## config.mk

```make
export PLATFORM = sky130hd
export DESIGN_NAME = flash_cmd_sequencer
export DESIGN_NICKNAME = d
export VERILOG_FILES = /design/src/rtl/flash_seq_pkg.sv /design/src/rtl/flash_poll_timer.sv /design/src/rtl/flash_cmd_sequencer.sv
export SDC_FILE = /design/constraint.sdc
export NUM_CORES = 1
export LEC_CHECK = 0
export CORE_MARGIN = 2
export CORE_UTILIZATION = 54
export CTS_CLUSTER_DIAMETER = 30
export DETAILED_ROUTE_END_ITERATION = 8
export PLACE_DENSITY_LB_ADDON = 0.1
export SYNTH_ARGS = -nofsm -noshare
export SYNTH_HDL_FRONTEND = slang
export SYNTH_SLANG_ARGS = --single-unit
```

## constraint.sdc

```tcl
create_clock -name p_clk -period 6.23 [get_ports p_clk]
set_input_delay 1.5575 -clock p_clk [delete_from_list [all_inputs] [get_ports p_clk]]
set_output_delay 1.5575 -clock p_clk [all_outputs]
set_load 0.02 [all_outputs]
```

## src/rtl/flash_seq_pkg.sv

```systemverilog
// Shared encodings for the SPI NOR flash command sequencer:
// command ops, flash opcodes, status bits and the sequencer state set.
package flash_seq_pkg;

  typedef enum logic [1:0] {
    OP_READ    = 2'b00,
    OP_PROGRAM = 2'b01,
    OP_ERASE   = 2'b10,
    OP_ILLEGAL = 2'b11
  } cmd_op_e;

  localparam logic [7:0] FLASH_WREN = 8'h06;
  localparam logic [7:0] FLASH_READ = 8'h03;
  localparam logic [7:0] FLASH_PP   = 8'h02;
  localparam logic [7:0] FLASH_SE   = 8'h20;
  localparam logic [7:0] FLASH_RDSR = 8'h05;

  localparam int WIP_BIT    = 0;
  localparam int POLL_CNT_W = 11;
  localparam int DATA_BYTES = 4;

  localparam logic [2:0] LAST_ADDR_IDX = 3'd2;
  localparam logic [2:0] LAST_DATA_IDX = 3'd3;

  typedef enum logic [3:0] {
    ST_IDLE,
    ST_WREN,
    ST_CMD,
    ST_ADDR,
    ST_DATA,
    ST_POLL_CMD,
    ST_POLL_RD,
    ST_POLL_WAIT,
    ST_RESP
  } seq_state_e;

  function automatic logic [7:0] cmd_opcode(input cmd_op_e op);
    case (op)
      OP_READ:    cmd_opcode = FLASH_READ;
      OP_PROGRAM: cmd_opcode = FLASH_PP;
      default:    cmd_opcode = FLASH_SE;
    endcase
  endfunction

endpackage

```

## src/rtl/flash_poll_timer.sv

```systemverilog
// Status-poll bookkeeping: counts RDSR reads against the poll limit and
// times the idle gap between consecutive RDSR frames.
module flash_poll_timer
  import flash_seq_pkg::*;
#(
  parameter int MAX_POLLS = 1024,
  parameter int POLL_GAP  = 16
) (
  input  logic p_clk,
  input  logic p_reset,
  input  logic clr,
  input  logic poll_inc,
  input  logic gap_run,
  output logic poll_limit,
  output logic gap_done
);

  localparam int GAP_W = (POLL_GAP > 1) ? $clog2(POLL_GAP) : 1;

  logic [POLL_CNT_W-1:0] poll_cnt_reg, poll_cnt_next;
  logic [GAP_W-1:0]      gap_cnt_reg, gap_cnt_next;

  // poll_limit flags that the read now in flight is the last one allowed
  assign poll_limit = (poll_cnt_reg == POLL_CNT_W'(MAX_POLLS - 1));
  assign gap_done   = gap_run && (gap_cnt_reg == GAP_W'(POLL_GAP - 1));

  always_comb begin
    poll_cnt_next = poll_cnt_reg;
    if (clr) begin
      poll_cnt_next = '0;
    end else if (poll_inc) begin
      poll_cnt_next = poll_cnt_reg + 1'b1;
    end

    gap_cnt_next = '0;
    if (gap_run && !gap_done) begin
      gap_cnt_next = gap_cnt_reg + 1'b1;
    end
  end

  always_ff @(posedge p_clk) begin
    if (p_reset) begin
      poll_cnt_reg <= '0;
      gap_cnt_reg  <= '0;
    end else begin
      poll_cnt_reg <= poll_cnt_next;
      gap_cnt_reg  <= gap_cnt_next;
    end
  end

endmodule

```

## src/rtl/flash_cmd_sequencer.sv

```systemverilog
// Expands one word-level flash command into the SPI byte stream, with WREN
// ahead of program/erase and RDSR polling until WIP clears or times out.
module flash_cmd_sequencer
  import flash_seq_pkg::*;
#(
  parameter int MAX_POLLS = 1024,
  parameter int POLL_GAP  = 16
) (
  input  logic        p_clk,
  input  logic        p_reset,
  input  logic        cmd_valid,
  output logic        cmd_ready,
  input  logic [1:0]  cmd_op,
  input  logic [23:0] cmd_addr,
  input  logic [31:0] cmd_wdata,
  output logic        rsp_valid,
  output logic [31:0] rsp_rdata,
  output logic        rsp_err,
  output logic        busy,
  output logic        spi_tx_valid,
  input  logic        spi_tx_ready,
  output logic [7:0]  spi_tx_byte,
  output logic        spi_cs_hold,
  input  logic        spi_rx_valid,
  input  logic [7:0]  spi_rx_byte
);

  seq_state_e  state_reg, state_next;
  cmd_op_e     op_reg, op_next;
  logic [23:0] addr_reg, addr_next;
  logic [31:0] wdata_reg, wdata_next;
  logic [31:0] rdata_reg, rdata_next;
  logic        err_reg, err_next;
  logic [2:0]  idx_reg, idx_next;
  logic        pend_reg, pend_next;

  logic        byte_state;
  logic        byte_done;
  logic        accept;
  logic [7:0]  tx_byte_sel;
  logic        hold_sel;
  logic        poll_inc;
  logic        gap_run;
  logic        poll_limit;
  logic        gap_done;

  logic [7:0]  wdata_byte [DATA_BYTES];

  for (genvar gi = 0; gi < DATA_BYTES; gi++) begin : g_wdata_byte
    assign wdata_byte[gi] = wdata_reg[8*(DATA_BYTES-1-gi) +: 8];
  end

  assign cmd_ready = (state_reg == ST_IDLE);
  assign busy      = ~cmd_ready;
  assign rsp_valid = (state_reg == ST_RESP);
  assign rsp_err   = rsp_valid & err_reg;
  assign rsp_rdata = rdata_reg;
  assign poll_inc  = byte_done && (state_reg == ST_POLL_RD);
  assign gap_run   = (state_reg == ST_POLL_WAIT);

  flash_poll_timer #(
    .MAX_POLLS (MAX_POLLS),
    .POLL_GAP  (POLL_GAP)
  ) u_poll_timer (
    .p_clk      (p_clk),
    .p_reset    (p_reset),
    .clr        (accept),
    .poll_inc   (poll_inc),
    .gap_run    (gap_run),
    .poll_limit (poll_limit),
    .gap_done   (gap_done)
  );

  always_comb begin
    state_next  = state_reg;
    op_next     = op_reg;
    addr_next   = addr_reg;
    wdata_next  = wdata_reg;
    rdata_next  = rdata_reg;
    err_next    = err_reg;
    idx_next    = idx_reg;
    pend_next   = pend_reg;
    byte_state  = 1'b0;
    tx_byte_sel = 8'h00;
    hold_sel    = 1'b0;
    accept      = 1'b0;

    case (state_reg)
      ST_WREN: begin
        byte_state  = 1'b1;
        tx_byte_sel = FLASH_WREN;
      end
      ST_CMD: begin
        byte_state  = 1'b1;
        tx_byte_sel = cmd_opcode(op_reg);
        hold_sel    = 1'b1;
      end
      ST_ADDR: begin
        byte_state = 1'b1;
        hold_sel   = !((op_reg == OP_ERASE) && (idx_reg == LAST_ADDR_IDX));
        case (idx_reg)
          3'd0:    tx_byte_sel = addr_reg[23:16];
          3'd1:    tx_byte_sel = addr_reg[15:8];
          default: tx_byte_sel = addr_reg[7:0];
        endcase
      end
      ST_DATA: begin
        byte_state  = 1'b1;
        tx_byte_sel = (op_reg == OP_READ) ? 8'h00 : wdata_byte[idx_reg[1:0]];
        hold_sel    = (idx_reg != LAST_DATA_IDX);
      end
      ST_POLL_CMD: begin
        byte_state  = 1'b1;
        tx_byte_sel = FLASH_RDSR;
        hold_sel    = 1'b1;
      end
      ST_POLL_RD: begin
        byte_state = 1'b1;
      end
      default: ;
    endcase

    // A byte is presented only while none is outstanding at the engine
    spi_tx_valid = byte_state & ~pend_reg;
    spi_tx_byte  = spi_tx_valid ? tx_byte_sel : 8'h00;
    spi_cs_hold  = spi_tx_valid & hold_sel;
    byte_done    = byte_state & pend_reg & spi_rx_valid;

    if (spi_tx_valid && spi_tx_ready) begin
      pend_next = 1'b1;
    end else if (byte_done) begin
      pend_next = 1'b0;
    end

    case (state_reg)
      ST_IDLE: begin
        if (cmd_valid) begin
          accept     = 1'b1;
          op_next    = cmd_op_e'(cmd_op);
          addr_next  = cmd_addr;
          wdata_next = cmd_wdata;
          rdata_next = 32'h0;
          err_next   = (cmd_op_e'(cmd_op) == OP_ILLEGAL);
          idx_next   = 3'd0;
          pend_next  = 1'b0;
          case (cmd_op_e'(cmd_op))
            OP_READ:    state_next = ST_CMD;
            OP_ILLEGAL: state_next = ST_RESP;
            default:    state_next = ST_WREN;
          endcase
        end
      end
      ST_WREN: begin
        if (byte_done) state_next = ST_CMD;
      end
      ST_CMD: begin
        if (byte_done) begin
          state_next = ST_ADDR;
          idx_next   = 3'd0;
        end
      end
      ST_ADDR: begin
        if (byte_done) begin
          if (idx_reg == LAST_ADDR_IDX) begin
            idx_next   = 3'd0;
            state_next = (op_reg == OP_ERASE) ? ST_POLL_CMD : ST_DATA;
          end else begin
            idx_next = idx_reg + 3'd1;
          end
        end
      end
      ST_DATA: begin
        if (byte_done) begin
          if (op_reg == OP_READ) begin
            rdata_next = {rdata_reg[23:0], spi_rx_byte};
          end
          if (idx_reg == LAST_DATA_IDX) begin
            idx_next   = 3'd0;
            state_next = (op_reg == OP_READ) ? ST_RESP : ST_POLL_CMD;
          end else begin
            idx_next = idx_reg + 3'd1;
          end
        end
      end
      ST_POLL_CMD: begin
        if (byte_done) state_next = ST_POLL_RD;
      end
      ST_POLL_RD: begin
        if (byte_done) begin
          if (!spi_rx_byte[WIP_BIT]) begin
            err_next   = 1'b0;
            state_next = ST_RESP;
          end else if (poll_limit) begin
            err_next   = 1'b1;
            state_next = ST_RESP;
          end else begin
            state_next = ST_POLL_WAIT;
          end
        end
      end
      ST_POLL_WAIT: begin
        if (gap_done) state_next = ST_POLL_CMD;
      end
      ST_RESP: begin
        state_next = ST_IDLE;
      end
      default: begin
        state_next = ST_IDLE;
      end
    endcase
  end

  always_ff @(posedge p_clk) begin
    if (p_reset) begin
      state_reg <= ST_IDLE;
      op_reg    <= OP_READ;
      addr_reg  <= 24'h0;
      wdata_reg <= 32'h0;
      rdata_reg <= 32'h0;
      err_reg   <= 1'b0;
      idx_reg   <= 3'd0;
      pend_reg  <= 1'b0;
    end else begin
      state_reg <= state_next;
      op_reg    <= op_next;
      addr_reg  <= addr_next;
      wdata_reg <= wdata_next;
      rdata_reg <= rdata_next;
      err_reg   <= err_next;
      idx_reg   <= idx_next;
      pend_reg  <= pend_next;
    end
  end

endmodule

```

==> out/qor.csv <==
metric;value;unit
die-area;10300;sq um
fin_hold_ws;0.454;ns
numCtsBuffers;17;
cts_buffer_depth;2;
finalHoldViolCount;0;
synth-simple-area-share;24.2;%
drv_cap;0;
fillCellCount;692;
slowest_stage;dfxtp_1;
rsz0062_at_grt;no;
setup_violations;0;
critPathKind;reg -> out;
ant_nets;0;
place_ws;1.49;ns
crit_path_end_kind;primary output;
place_hpwl;8680;microns
firstDrtPassIters;6;
overflow;0;
io_buffer_count;116;
cellLeakagePower;0.00242;uW
crit_arrival;3.71;ns
vias;4864;
synth_edf_count;0;
synthCells;649;
p_total;2710;uW
cts-root-buf;clkbuf_8;
n_antenna_cell;0;
drt_iter0_markers;238;
finalCritPeriodShare;84.5;%
wirelength;13200;microns
num_io_pins;117;
grt_pass1_vias;4600;
crit_path_max_fanout;13;
hold_path.class;reg -> reg;
grt_max_degree;63;
viasPerCell;5.66;
rows;35;
grt_pass1_wl;21400;microns
ys_warn_count;0;
synthAdderAreaFrac;2.69;%
status;completed;
yosysSeqAreaShare;44.7;%
clk_pin_slew;0.06;ns
clk_latency;0.52;ns
ys_types;53;
synth_async_sr_flop_share;0;%
synth_top_family_by_area;simple AND/OR/NAND/NOR gates;
cts_setup_buffers;0;
max_freq;190;MHz
avgSynthCellArea;7.87;sq um
drv_slew;0;
synthMuxAreaShare;3.72;%
synth_xor_area_share;2.06;%
cts.sinks;114;
num-nets-final;817;
die_w;101;microns
drive_above_1_share;6.55;%
cts_tree;done;
slew_headroom;23.6;%
cp_cell_sequence;inv_1 -> ha_1 -> o21bai_1 -> a221oi_1 -> or4_1 -> a21oi_1 -> clkdlybuf4s50_1;
fp.dieH;101;microns
post-route-min-period;5.26;ns
post-route-drc-count;0;
fin_skew;0.0123;ns
h-tree-depth;4;
core;9200;sq um
worst_pin_slew;1.13;ns
syn_to_final_growth;33.5;%
synth_fp_nets;731;
antenna_found_initial;0;
gp_congestion;0.867;
power_density;397;nW/um^2
syn_area;5110;sq um
start_kind;flop;
ff_latch_area;2280;sq um
max-vdd-ir-drop;0.235;mV
crit_required;4.67;ns
wl_per_cell;15.4;microns
ctsHoldBuffers;0;
start_util;55.6;%
ys.flop_type;dfxtp_1;
multi_input_area;2560;sq um
ys_ff_latch;114;
crit_path_max_incr_delay;0.77;ns
fin_tns_setup;0;ns
grt_use_total;26.2;%
timing.final.ws_setup;0.965;ns
synth_compound_area_share;17.3;%
cts_resized;0;
-- cell families after synthesis --
group,after synthesis
AND/OR/NAND/NOR,286
AO/OA/AOI/OAI,153
flip-flops,114
buffers and inverters,64
XOR/XNOR,12
adder cells (fa/ha/maj),11
multiplexers,9
-- worst max-delay path: cells and delay by family (launching register included) --
kind | cells | cell delay (ns)
adder cells (fa/ha/maj) | 1 | 0.36
buffers and inverters | 2 | 0.80
AND/OR/NAND/NOR | 1 | 0.42
AO/OA/AOI/OAI | 3 | 0.84
flip-flops | 1 | 0.77
-- layout make-up --
type                    count  share of cell area (%)
clock inverters            14                    2.95
clock buffers              18                    6.13
well taps                 111                    2.04
repair buffers            118                    17.2
multi-input cells         471                    37.5
inverters                  13                   0.715
flip-flops and latches    114                    33.5
-- layer usage --
layer	vias to the layer above	GRT usage, %	share of wire [%]	wire length [microns]
li1	2387	-	-	-
met1	2271	33.3	43	5640
met2	186	43.7	49	6460
met3	20	7.25	7.1	946
met4	0	8.00	1.5	196
met5	-	0	0	0
-- cell usage after synthesis (all sizes together) (2+ instances only) --
cell type,n,area (sq um)
buf,19,105
mux4,8,180
nor2b,5,31.3
dfxtp,114,2280
o21ai,11,55.1
inv,13,48.8
nor2,35,131
a21oi,105,526
a211oi,6,45.0
o211a,2,20.0
or3,2,12.5
nand2,176,663
and2,4,25.0
nor4,3,18.8
nor3,2,10.0
xor2,7,61.3
o31ai,2,15.0
xnor2,5,43.8
nand4,3,18.8
nand2b,5,31.3
nand3,40,200
clkbuf,32,120
a211o,2,17.5
ha,11,138
a22oi,14,105
nor4bb,2,20.0
or4,2,18.8
-- worst paths after layout --
check,endpoint,slack [ns],cells past startpoint,start
hold / removal,wdata_byte[0],0.45,2,wdata_byte[0]
setup / recovery,spi_tx_byte[1],0.97,7,idx_reg[0]
setup reg to reg,rsp_rdata[15],2.74,6,state_reg[0]
hold reg to reg,wdata_byte[0],0.45,2,wdata_byte[0]
-- layout by cell type, fill, tap and decap left out, types with 3 or more instances in the layout --
cell / count
nor2_1: 35
nor2b_1: 5
inv_1: 12
xnor2_1: 5
nand3_1: 40
nand4_1: 3
nor4_1: 3
a22oi_1: 14
a21oi_1: 105
ha_1: 11
nand2b_1: 5
o21ai_0: 9
clkdlybuf4s50_1: 115
nand2_1: 175
a211oi_1: 6
and2_1: 3
dfxtp_1: 114
mux4_2: 8
xor2_1: 7
bufinv_16: 4
inv_6: 5
clkbuf_16: 16
-- per-stage QoR --
stage	instances	util, %	area [sq um]
2_1_floorplan	649	-	5110
6_report	859	74.2	6820
4_1_cts	859	74.2	6820
3_5_place_dp	827	67.4	6200
3_3_place_gp	827	67.4	6200
5_1_grt	859	74.2	6820
-- report_power, final --
part           internal, uW  switching (uW)  leakage [uW]
Sequential              826             108      0.000928
Combinational           282             477       0.00120
Clock                   656             360      0.000297
Total                  1760             944       0.00242
Note: power is estimated with default switching activity, not from simulation.
